`src/rtl/sequential_restoring_divider.sv`:
```
// Multi-cycle unsigned restoring divider: one trial subtraction per clock,
// start/done handshake, quotient/remainder held until the next completed operation.
module sequential_restoring_divider #(
  parameter int WIDTH = 8
) (
  input  logic             clk_i,
  input  logic             rst_i,
  input  logic             start_i,
  input  logic [WIDTH-1:0] dividend_i,
  input  logic [WIDTH-1:0] divisor_i,
  output logic             busy_o,
  output logic             done_o,
  output logic [WIDTH-1:0] quotient_o,
  output logic [WIDTH-1:0] remainder_o,
  output logic             div_by_zero_o,
  output logic [1:0]       state_dbg
);

  // Handshake: start_i is accepted only on a rising edge where the FSM is IDLE
  // (busy_o=0); done_o is a single-cycle pulse during which the results are valid.

  typedef enum logic [1:0] {
    IDLE = 2'd0,
    CALC = 2'd1,
    DONE = 2'd2
  } state_t;

  localparam int CW = (WIDTH > 1) ? $clog2(WIDTH) : 1;

  state_t           state;
  state_t           state_next;
  logic [WIDTH-1:0] quo_reg;
  logic [WIDTH-1:0] rem_reg;
  logic [WIDTH-1:0] divisor_reg;
  logic [CW-1:0]    cnt;

  logic [WIDTH:0]   rem_shift;
  logic [WIDTH+1:0] trial;
  logic             no_borrow;
  logic [WIDTH-1:0] quo_step;
  logic [WIDTH-1:0] rem_step;
  logic             last_iter;
  logic             unused_trial_bit;

  // The shifted remainder can reach WIDTH+1 bits when the divisor is above
  // 2^(WIDTH-1), so the trial is done one bit wider again to keep the borrow exact.
  always_comb begin
    rem_shift = {rem_reg, quo_reg[WIDTH-1]};
    trial     = {1'b0, rem_shift} - {2'b00, divisor_reg};
    no_borrow = ~trial[WIDTH+1];
    quo_step  = {quo_reg[WIDTH-2:0], no_borrow};
    rem_step  = no_borrow ? trial[WIDTH-1:0] : rem_shift[WIDTH-1:0];
    last_iter = (cnt == CW'(WIDTH - 1));
  end

  assign unused_trial_bit = trial[WIDTH];

  always_ff @(posedge clk_i) begin
    if (rst_i) begin
      state <= IDLE;
    end else begin
      state <= state_next;
    end
  end

  always_comb begin
    state_next = state;
    busy_o     = 1'b0;
    done_o     = 1'b0;
    case (state)
      IDLE: begin
        if (start_i) begin
          state_next = (divisor_i != '0) ? CALC : DONE;
        end
      end
      CALC: begin
        busy_o = 1'b1;
        if (last_iter) begin
          state_next = DONE;
        end
      end
      DONE: begin
        busy_o     = 1'b1;
        done_o     = 1'b1;
        state_next = IDLE;
      end
      default: begin
        state_next = IDLE;
      end
    endcase
  end

  always_ff @(posedge clk_i) begin
    if (rst_i) begin
      quo_reg       <= '0;
      rem_reg       <= '0;
      divisor_reg   <= '0;
      cnt           <= '0;
      quotient_o    <= '0;
      remainder_o   <= '0;
      div_by_zero_o <= 1'b0;
    end else begin
      case (state)
        IDLE: begin
          if (start_i) begin
            if (divisor_i != '0) begin
              quo_reg       <= dividend_i;
              rem_reg       <= '0;
              divisor_reg   <= divisor_i;
              cnt           <= '0;
              div_by_zero_o <= 1'b0;
            end else begin
              quotient_o    <= '1;
              remainder_o   <= dividend_i;
              div_by_zero_o <= 1'b1;
            end
          end
        end
        CALC: begin
          quo_reg <= quo_step;
          rem_reg <= rem_step;
          cnt     <= cnt + CW'(1);
          if (last_iter) begin
            quotient_o  <= quo_step;
            remainder_o <= rem_step;
          end
        end
        default: begin
        end
      endcase
    end
  end

  assign state_dbg = state;

endmodule

```
`config.mk`:
```
export PLATFORM = sky130hd
export DESIGN_NAME = sequential_restoring_divider
export DESIGN_NICKNAME = d
export VERILOG_FILES = /design/src/rtl/sequential_restoring_divider.sv
export SDC_FILE = /design/constraint.sdc
export NUM_CORES = 1
export LEC_CHECK = 0
export CORE_ASPECT_RATIO = 1.5
export CORE_MARGIN = 4
export CORE_UTILIZATION = 48
export DETAILED_ROUTE_END_ITERATION = 10
export PLACE_DENSITY = 0.76
export SLEW_MARGIN = 20
export SYNTH_ARGS = -nofsm -noshare
export SYNTH_HDL_FRONTEND = slang
export SYNTH_SLANG_ARGS = --single-unit
```
`constraint.sdc`:
```
create_clock -name clk_i -period 2.25 [get_ports clk_i]
set_input_delay 0.45 -clock clk_i [delete_from_list [all_inputs] [get_ports clk_i]]
set_output_delay 0.45 -clock clk_i [all_outputs]
set_load 0.005 [all_outputs]
```
==> results.py, run 1 <==
metrics = {
    "outcome": {
        "status": "finished clean",
    },
    "setup_path": {
        "critPathMaxStageDelay_ps": 330,
        "r2r_end": "remainder_o[7]",
        "cp-start-kind": "register",
        "r2r_start": "divisor_reg[1]",
        "r2r_setup_slack_ps": 20,
        "worstPathRequired_ps": 2460,
        "worstRegToRegCells": 8,
        "crit_chain": "inv_2, ha_4, nor2b_4, o31a_1, or3_1, a41o_1, mux2_4, a311oi_2",
        "cp-end-kind": "register",
        "criticalPathCategory": "register to register",
        "critPathSlowestCell": "dfxtp_2",
        "arrival_ps": 2440,
        "crit_fanout": 3,
        "cp-startpoint": "divisor_reg[1]",
    },
    "clock_network": {
        "path_clk_slew_ps": 80,
        "h-tree-depth": 2,
        "cts_tree": "done",
        "cts_hold_buf": 0,
        "cts_root_buf": "clkbuf_8",
        "clockBufferDepth": 2,
        "numCtsBuffers": 5,
        "cts_sinks": 46,
        "insertion_delay_ps": 290,
    },
    "drt": {
        "routed_via_density": 5.411,
        "drt_iter0_drc": 167,
        "wirelength_um": 5752,
        "dr_total_vias": 2267,
        "wire_per_inst_um": 13.73,
        "drcViolationCount": 0,
        "first_pass_iters": 4,
        "antenna_left": 0,
    },
    "placement": {
        "post-dp-hpwl_um": 4427,
        "gp_congestion": 0.9030,
        "port_buffers": 39,
        "place_ws_ps": -45.04,
    },
    "synthesis": {
        "dominantRegCellSynth": "dfxtp_1",
        "synth_area_leader_cell": "dfxtp_1",
        "synth_top_cell_area_share_pct": 37.78,
        "ys_warn_count": 0,
        "synth_edf_count": 0,
        "async_reset_ff_share_pct": 0,
        "yosysUniqueCellTypes": 46,
        "yosys-top-cells-area": "dfxtp_1, ha_1, nor2_1",
        "ys_seq_elements": 46,
        "synth_area_per_cell_sq_um": 8.179,
        "seq_area_frac_synth_pct": 37.78,
        "synth_cells": 298,
        "synth_nets": 331,
        "netlist_area_sq_um": 2437,
    },
    "timing": {
        "finClkSkew_ps": 1.081,
        "slew_viol_final": 0,
        "setup_viol": 0,
        "fin_crit_ps": 2227,
        "rsz0062_at_grt": "yes",
        "slew_headroom_pct": 75.25,
        "fin_crit_sh_pct": 98.96,
        "fmax_mhz": 449.1,
        "layout_setup_ws_ps": 23.31,
        "worstMarginPinSlew_ps": 367.9,
        "whs_ps": 458.6,
        "final_hold_viol_count": 0,
        "finalSetupTns_ps": 0,
    },
    "power": {
        "clockPowerShare_pct": 23.5,
        "fin_total_pwr_mw": 2.037,
        "p_switching_uw": 651.9,
        "intPower_mw": 1.385,
        "ir_worst_vdd_mv": 0.3991,
        "leakagePower_nw": 1.207,
        "swShare_pct": 32.01,
        "p_seq_share_pct": 44.0,
        "combPwrFrac_pct": 32.5,
        "p_per_area_nw_per_um2": 640.3,
    },
    "layout": {
        "drive_gt1_share_pct": 14.16,
        "final_nets": 386,
        "num_antenna_cells": 0,
        "area_growth_pct": 30.49,
    },
    "floorplan": {
        "fp.dieH_um": 95.28,
        "fp-row-count": 31,
        "coreArea_sq_um": 4887,
        "ios": 40,
        "fp.dieW_um": 66.18,
        "initial_core_util_pct": 49.87,
        "die_area_sq_um": 6305,
    },
    "min_path": {
        "whs_path_depth": 2,
        "min_from": "cnt[1]",
        "hold_class": "register to register",
        "min_to": "cnt[1]",
    },
    "global_route": {
        "grt_pass1_wl_um": 9301,
        "grt_max_degree": 47,
        "antenna_found_initial": 0,
        "grt_pass1_vias": 2075,
        "grtUsageTotal_pct": 18.79,
        "grt-ovfl-total": 0,
    },
    "job": {
        "drv_cap": 0,
    },
}
[timing repair]
action                                  in CTS  in global routing
resized for setup                            3                  8
pin swaps                                    0                  3
setup buffers                                0                  1
endpoints found under the setup margin       6                 10
endpoints found under the hold margin        0                  0
[stage by stage]
| stage | cells | instance area (sq um) | utilization (%) |
|---|---|---|---|
| floorplan | 298 | 2437 | - |
| global placement | 411 | 3058 | 62.57 |
| detailed placement | 411 | 3058 | 62.57 |
| CTS | 418 | 3143 | 64.31 |
| global route | 419 | 3181 | 65.08 |
| finish | 419 | 3181 | 65.08 |
[layer usage]
metal | share of wire, % | global-route usage (%)
met3 | 3.3 | 3.184
met5 | 0 | 0
met2 | 52 | 33.64
met1 | 42 | 21.43
met4 | 2.7 | 8.305
[area by class of cell]
cell class                 instances  area, sq um
multi-input combinational        211         1394
tap                               66        82.58
timing repair buffer              65        610.6
sequential                        46        923.4
inverter                          24        91.34
clock buffer                       5        68.82
fill                             441         1707
clock inverter                     2        10.01
[synthesized netlist by cell type (2+ instances only)]
cell type / number
buf_2: 4
nor3_1: 4
clkbuf_1: 11
inv_1: 23
o21a_1: 2
or3_1: 2
o21ai_1: 11
o22ai_1: 2
o21ai_0: 5
dfxtp_1: 46
xor2_1: 2
ha_1: 13
a311oi_1: 10
nor3b_1: 8
nor2b_1: 4
a211oi_1: 10
a221oi_1: 2
nand3_1: 5
mux2_1: 2
nand3b_1: 2
a21oi_1: 26
nor4_1: 2
mux2i_1: 9
o31a_1: 2
nor2_1: 43
buf_1: 2
a22oi_1: 2
a21o_1: 3
nand2_1: 23
and2_1: 2
[worst max path at each step]
stage                          end  slack (ps)  depth (start not counted)
finish              remainder_o[7]          20                          8
global placement        rem_reg[0]         -40                          7
CTS                 remainder_o[7]           1                          8
floorplan               rem_reg[1]          70                          9
detailed placement      rem_reg[4]         -50                          7
global route        remainder_o[7]         -70                          8
[critical path, delay by kind of cell, from the launching register on]
kind                       cells  cell delay, ps
muxes                          1             310
and+or+nand+nor                2             430
buffers and inverters          1              70
DFF                            1             330
AOI/OAI and AO/OA              3             810
adders and majority gates      1             190
[cell families (layout without fill, tap and decap cells)]
group                    Yosys count  in the layout  synth area share, %
multiplexers                      12             12                5.236
XOR/XNOR                           2              2               0.7188
flip-flops                        46             46                37.78
AND/OR/NAND/NOR                   99             99                18.99
AO/OA/AOI/OAI                     84             84                23.20
adder cells (fa/ha/maj)           14             14                7.495
buffers and inverters             41             96                6.571
[cell usage in the layout, fill, tap and decap left out, types with 8 or more instances in the layout]
cell type        Yosys  routed
a211oi_1            10       9
mux2i_1              9       9
nand2_1             23      23
dfxtp_1             46      44
o21ai_1             11      10
clkdlybuf4s50_1      0      39
a21oi_1             26      25
ha_1                13      11
a311oi_1            10      10
nor3b_1              8       8
nor2_1              43      43
inv_1               23      22
buf_4                0      24
[power groups by stage]
stage                     Clock, mW  Combinational, mW  Sequential, mW
after global routing          0.527              0.726           0.902
after detailed placement          0              0.627           0.914
after global placement            0              0.618           0.913
after CTS                     0.493              0.637           0.896
after floorplan                   0              0.407           0.906
final                         0.479              0.661           0.896
No activity file was read; power rests on OpenSTA's default activity.
==> inputs of run 2 (changes only) <==
--- a/config.mk
+++ b/config.mk
@@ -5,11 +5,12 @@
 export SDC_FILE = /design/constraint.sdc
 export NUM_CORES = 1
 export LEC_CHECK = 0
+export CAP_MARGIN = 20
 export CORE_ASPECT_RATIO = 1.5
 export CORE_MARGIN = 4
-export CORE_UTILIZATION = 48
+export CORE_UTILIZATION = 53
 export DETAILED_ROUTE_END_ITERATION = 10
-export PLACE_DENSITY = 0.76
+export PLACE_DENSITY = 0.79
 export SLEW_MARGIN = 20
 export SYNTH_ARGS = -nofsm -noshare
 export SYNTH_HDL_FRONTEND = slang
==> constraint.sdc (replaced) <==
create_clock -name clk_i -period 2.1 [get_ports clk_i]
set_input_delay 0.42 -clock clk_i [delete_from_list [all_inputs] [get_ports clk_i]]
set_output_delay 0.42 -clock clk_i [all_outputs]
set_load 0.005 [all_outputs]
==> run 2 against run 1 <==
  * The run now ends with negative setup slack left
  * Non-clock buffer count increased by 14
  * Design area is 4.1% higher
  * Cell count is 0.72% lower
  * Worst hold slack better by 8.8 ps
  * Critical endpoint unchanged
  * Largest power group unchanged
==> results.py, run 2 (same netlist as run 1, synthesis figures left out) <==
metrics = {
    "clock_network": {
        "numCtsBuffers": 5,
        "cts_sinks": 46,
        "insertion_delay_ps": 300,
        "cts_root_buf": "clkbuf_8",
        "clockBufferDepth": 2,
        "cts_hold_buf": 0,
        "cts_tree": "done",
        "h-tree-depth": 2,
        "path_clk_slew_ps": 90,
    },
    "timing": {
        "setup_viol": 2,
        "fmax_mhz": 473.0,
        "fin_crit_sh_pct": 100.7,
        "final_hold_viol_count": 0,
        "finClkSkew_ps": 9.589,
        "slew_viol_final": 0,
        "rsz0062_at_grt": "yes",
        "fin_crit_ps": 2114,
        "slew_headroom_pct": 73.76,
        "layout_setup_ws_ps": -14.25,
        "worstMarginPinSlew_ps": 391.7,
    },
    "setup_path": {
        "arrival_ps": 2340,
        "cp-end-kind": "register",
        "worstPathRequired_ps": 2320,
        "criticalPathCategory": "register to register",
        "crit_fanout": 3,
        "cp-start-kind": "register",
    },
    "layout": {
        "final_cell_mix": "dfxtp_1, nor2_1, clkdlybuf4s50_1, buf_4, a21oi_1",
        "final_area_sq_um": 3311,
        "n_fill_cell": 354,
        "final_nets": 400,
        "drive_gt1_share_pct": 18.75,
        "area_growth_pct": 35.83,
        "stdcell_count": 416,
        "multi_input_area_sq_um": 1419,
        "regArea_sq_um": 923.4,
        "final_core_util_pct": 73.50,
        "layout_commonest_cell": "dfxtp_1",
        "num_antenna_cells": 0,
    },
    "placement": {
        "port_buffers": 39,
        "place_ws_ps": -299.8,
        "post-dp-hpwl_um": 4718,
        "dp.cells": 407,
        "gp_congestion": 0.8704,
        "placed_cell_area_sq_um": 3161,
    },
    "outcome": {
        "status": "complete, but fails checks",
        "violations": "negative setup slack",
    },
    "drt": {
        "drcViolationCount": 0,
        "antenna_left": 0,
        "wire_per_inst_um": 14.68,
        "dr_total_vias": 2378,
        "first_pass_iters": 4,
        "wirelength_um": 6108,
        "routed_via_density": 5.716,
        "drt_iter0_drc": 170,
    },
    "global_route": {
        "grt-ovfl-total": 0,
        "grt_pass1_wl_um": 10320,
        "grt_pass1_vias": 2279,
        "antenna_found_initial": 0,
        "grt_max_degree": 33,
        "grtUsageTotal_pct": 22.06,
    },
    "power": {
        "leakagePower_nw": 1.292,
        "fin_total_pwr_mw": 2.390,
        "ir_worst_vdd_mv": 0.4809,
        "p_per_area_nw_per_um2": 721.8,
    },
    "floorplan": {
        "fp.dieW_um": 63.37,
        "ios": 40,
        "die_area_sq_um": 5770,
        "initial_core_util_pct": 54.11,
        "fp-row-count": 30,
        "fp.dieH_um": 91.06,
        "coreArea_sq_um": 4504,
    },
    "job": {
        "drv_cap": 0,
    },
    "min_path": {
        "hold_class": "register to register",
    },
}
[run 2: cell types whose count changed in the layout (fill, tap and decap cells not counted), moves of 2 or more]
cell and delta:
mux2_4 +2, clkinv_2 -2, o21ai_1 -2, o21ai_2 +2, buf_4 +14, mux2_1 -2
[run 2: layer usage]
layer	share of wire [%]	vias up	track usage, %
met5	0	-	0
met4	4.2	0	10.81
met3	4.1	19	3.960
met2	52	74	39.76
met1	39	1098	24.27
li1	-	1187	-
[run 2: power by group]
group	switching (mW)	leakage (nW)	internal (mW)
clock network	0.296	0.0514	0.355
logic	0.396	0.865	0.383
registers	0.0349	0.375	0.925
total	0.727	1.29	1.66
[run 2: critical path, cell delays in order (launching register included)]
cell      delay [ps]
dfxtp_2          340
inv_2             50
ha_4             200
nor2b_4          120
o31a_1           280
or3_1            320
a41o_1           200
mux2_4           310
a311oi_2         220
[run 2: metrics by stage]
stage	TNS (ps)	hold slack, ps
5_1_grt	-409.8	503.3
3_3_place_gp	-3728	442.9
2_1_floorplan	-12.17	435.6
4_1_cts	-24.33	462.6
3_5_place_dp	-5220	450.3
6_report	-27.31	467.4
[run 2: path summary, 6_finish.rpt]
check / start / endpoint / slack, ps / depth (start not counted)
setup reg to reg: divisor_reg[1] / remainder_o[7] / -10 / 8
setup / recovery: divisor_reg[1] / remainder_o[7] / -10 / 8
hold / removal: cnt[1] / cnt[1] / 470 / 2
hold reg to reg: cnt[1] / cnt[1] / 470 / 2
[run 2: layout make-up]
class,instances,share of cell area [%]
Inverter,24,2.759
Clock inverter,2,1.134
Tap cell,48,1.814
Clock buffer,6,2.192
Sequential cell,46,27.89
Timing Repair Buffer,79,21.35
Multi-Input combinational cell,211,42.86
[run 2: repair_timing]
item	4_1_cts	5_1_grt
setup buffers	1	0
gates resized for setup	3	7
setup endpoints to repair	10	14
pin swaps	3	2
==> inputs of run 3 (changes only) <==
--- a/config.mk
+++ b/config.mk
@@ -9,6 +9,7 @@
 export CORE_ASPECT_RATIO = 1.5
 export CORE_MARGIN = 4
 export CORE_UTILIZATION = 53
+export CTS_BUF_LIST = sky130_fd_sc_hd__clkbuf_16
 export DETAILED_ROUTE_END_ITERATION = 10
 export PLACE_DENSITY = 0.79
 export SLEW_MARGIN = 20
==> run 3 against run 2 <==
  * The run still ends with negative setup slack left
  * Design area rose by 4.5%
  * Non-clock buffer count rose by 3
  * Worst setup slack got worse by 7.8 ps
  * Sequential power rose by 0.4%
  * Via count rose by 1.1%
  * Cell count rose by 0.72%
  * Register-to-register slack barely moved
  * Clock skew fell by 4.1 ps
  * Total power rose by 13%
  * Largest power group unchanged
==> results.py, run 3 (same netlist as run 1, synthesis figures left out) <==
metrics = {
    "clock_network": {
        "insertion_delay_ps": 280,
        "path_clk_slew_ps": 60,
        "cts_hold_buf": 0,
        "clockBufferDepth": 2,
        "h-tree-depth": 2,
        "cts_sinks": 46,
        "cts_root_buf": "clkbuf_16",
        "cts_tree": "done",
        "numCtsBuffers": 5,
    },
    "setup_path": {
        "criticalPathCategory": "register to register",
        "cp-end-kind": "register",
        "worstRegToRegCells": 8,
        "cp.depth": 8,
        "critPathMaxStageDelay_ps": 330,
        "arrival_ps": 2330,
        "r2r_start": "divisor_reg[1]",
        "path_delay_family": "compound AO/OA/AOI/OAI gates",
        "cp-startpoint": "divisor_reg[1]",
        "worstPathRequired_ps": 2300,
        "crit_end": "remainder_o[7]",
        "crit_chain": "inv_2, ha_4, nor2b_4, o31a_1, or3_1, a41o_1, mux2_4, a311oi_2",
        "critPathSlowestCell": "dfxtp_2",
        "r2r_setup_slack_ps": -20,
        "crit_fanout": 3,
        "r2r_end": "remainder_o[7]",
        "cp-start-kind": "register",
        "cp.buffers_inverters": 1,
    },
    "floorplan": {
        "initial_core_util_pct": 54.11,
        "fp.dieH_um": 91.06,
        "fp-row-count": 30,
        "fp.dieW_um": 63.37,
        "die_area_sq_um": 5770,
        "coreArea_sq_um": 4504,
        "ios": 40,
    },
    "timing": {
        "layout_setup_ws_ps": -22.01,
        "finalSetupTns_ps": -42.76,
        "final_hold_viol_count": 0,
        "slew_viol_final": 0,
        "fmax_mhz": 471.3,
        "setup_viol": 3,
        "fin_crit_ps": 2122,
        "rsz0062_at_grt": "yes",
        "finClkSkew_ps": 5.510,
        "fin_crit_sh_pct": 101.0,
        "worstMarginPinSlew_ps": 363.8,
        "slew_headroom_pct": 75.60,
    },
    "global_route": {
        "grt-ovfl-total": 0,
        "grt_max_degree": 33,
        "grt_pass1_wl_um": 10690,
        "antenna_found_initial": 0,
        "grtUsageTotal_pct": 22.85,
        "grt_pass1_vias": 2372,
    },
    "placement": {
        "gp_congestion": 0.8704,
        "post-dp-hpwl_um": 4718,
        "place_ws_ps": -299.8,
        "dp.cells": 407,
        "port_buffers": 39,
    },
    "outcome": {
        "violations": "negative setup slack",
        "status": "complete, but fails checks",
    },
    "layout": {
        "drive_gt1_share_pct": 22.10,
        "area_growth_pct": 41.89,
        "num_antenna_cells": 0,
        "multi_input_area_sq_um": 1483,
        "final_cell_mix": "nor2_1, dfxtp_1, buf_4, clkdlybuf4s50_1, a21oi_1",
        "final_nets": 403,
        "stdcell_count": 419,
        "regArea_sq_um": 924.6,
        "n_fill_cell": 314,
    },
    "drt": {
        "antenna_left": 0,
        "wirelength_um": 6561,
        "drcViolationCount": 0,
        "routed_via_density": 5.740,
        "wire_per_inst_um": 15.66,
        "dr_total_vias": 2405,
        "first_pass_iters": 4,
        "drt_iter0_drc": 181,
    },
    "power": {
        "fin_total_pwr_mw": 2.692,
        "leakagePower_nw": 1.342,
        "p_per_area_nw_per_um2": 778.6,
        "ir_worst_vdd_mv": 0.5310,
    },
    "min_path": {
        "hold_class": "register to register",
        "min_from": "remainder_o[5]",
    },
    "job": {
        "drv_cap": 0,
    },
}
run 3: cell types whose count changed in the layout (fill, tap and decap cells not counted), moves of 2 or more:
cell	before	now
a21oi_2	0	2
clkbuf_16	0	5
clkbuf_8	5	0
ha_1	10	8
ha_4	1	4
a21oi_1	26	24
inv_2	1	3
buf_4	38	40
run 3: worst min-delay path by stage:
stage               slack, ps        endpoint  depth (start not counted)
finish                    470  remainder_o[5]                          2
global route              500   quotient_o[6]                          2
CTS                       460          cnt[1]                          2
detailed placement        450          cnt[1]                          2
global placement          440          cnt[1]                          2
floorplan                 440          cnt[1]                          2
run 3: routing by layer:
layer,part of all wire (%),track usage [%],up-vias
met5,0,0,-
met4,4.1,10.99,0
met3,3.2,4.084,23
met2,53,41.85,61
met1,40,24.65,1125
li1,-,-,1196
run 3: through the flow:
stage	hold WS, ps	instance area, sq um	util [%]
floorplan	435.6	2476	-
global placement	442.9	3161	70.17
detailed placement	450.3	3161	70.17
CTS	459.2	3363	74.67
global route	498.8	3458	76.78
finish	474.8	3458	76.78
run 3: final cells by class:
class	count	area share, %
timing repair buffer	82	21.20
sequential	46	26.74
tap	48	1.737
inverter	24	2.641
clock inverter	3	1.194
multi-input combinational	211	42.87
clock buffer	5	3.618
run 3: worst register-to-register path, stage by stage (launching register included):
cell and delay [ps]:
dfxtp_2 330, inv_2 50, ha_4 200, nor2b_4 120, o31a_1 290, or3_1 320, a41o_1 200, mux2_4 310
a311oi_2 220
run 3: repair_timing:
item	4_1_cts	5_1_grt
endpoints found under the hold margin	0	0
pin swaps	2	6
gates resized for setup	6	17
setup buffers	2	2
endpoints found under the setup margin	11	17
run 3: power by group:
group,switching [mW],internal [mW]
Sequential,0.0372,0.927
Clock,0.325,0.557
Combinational,0.428,0.419
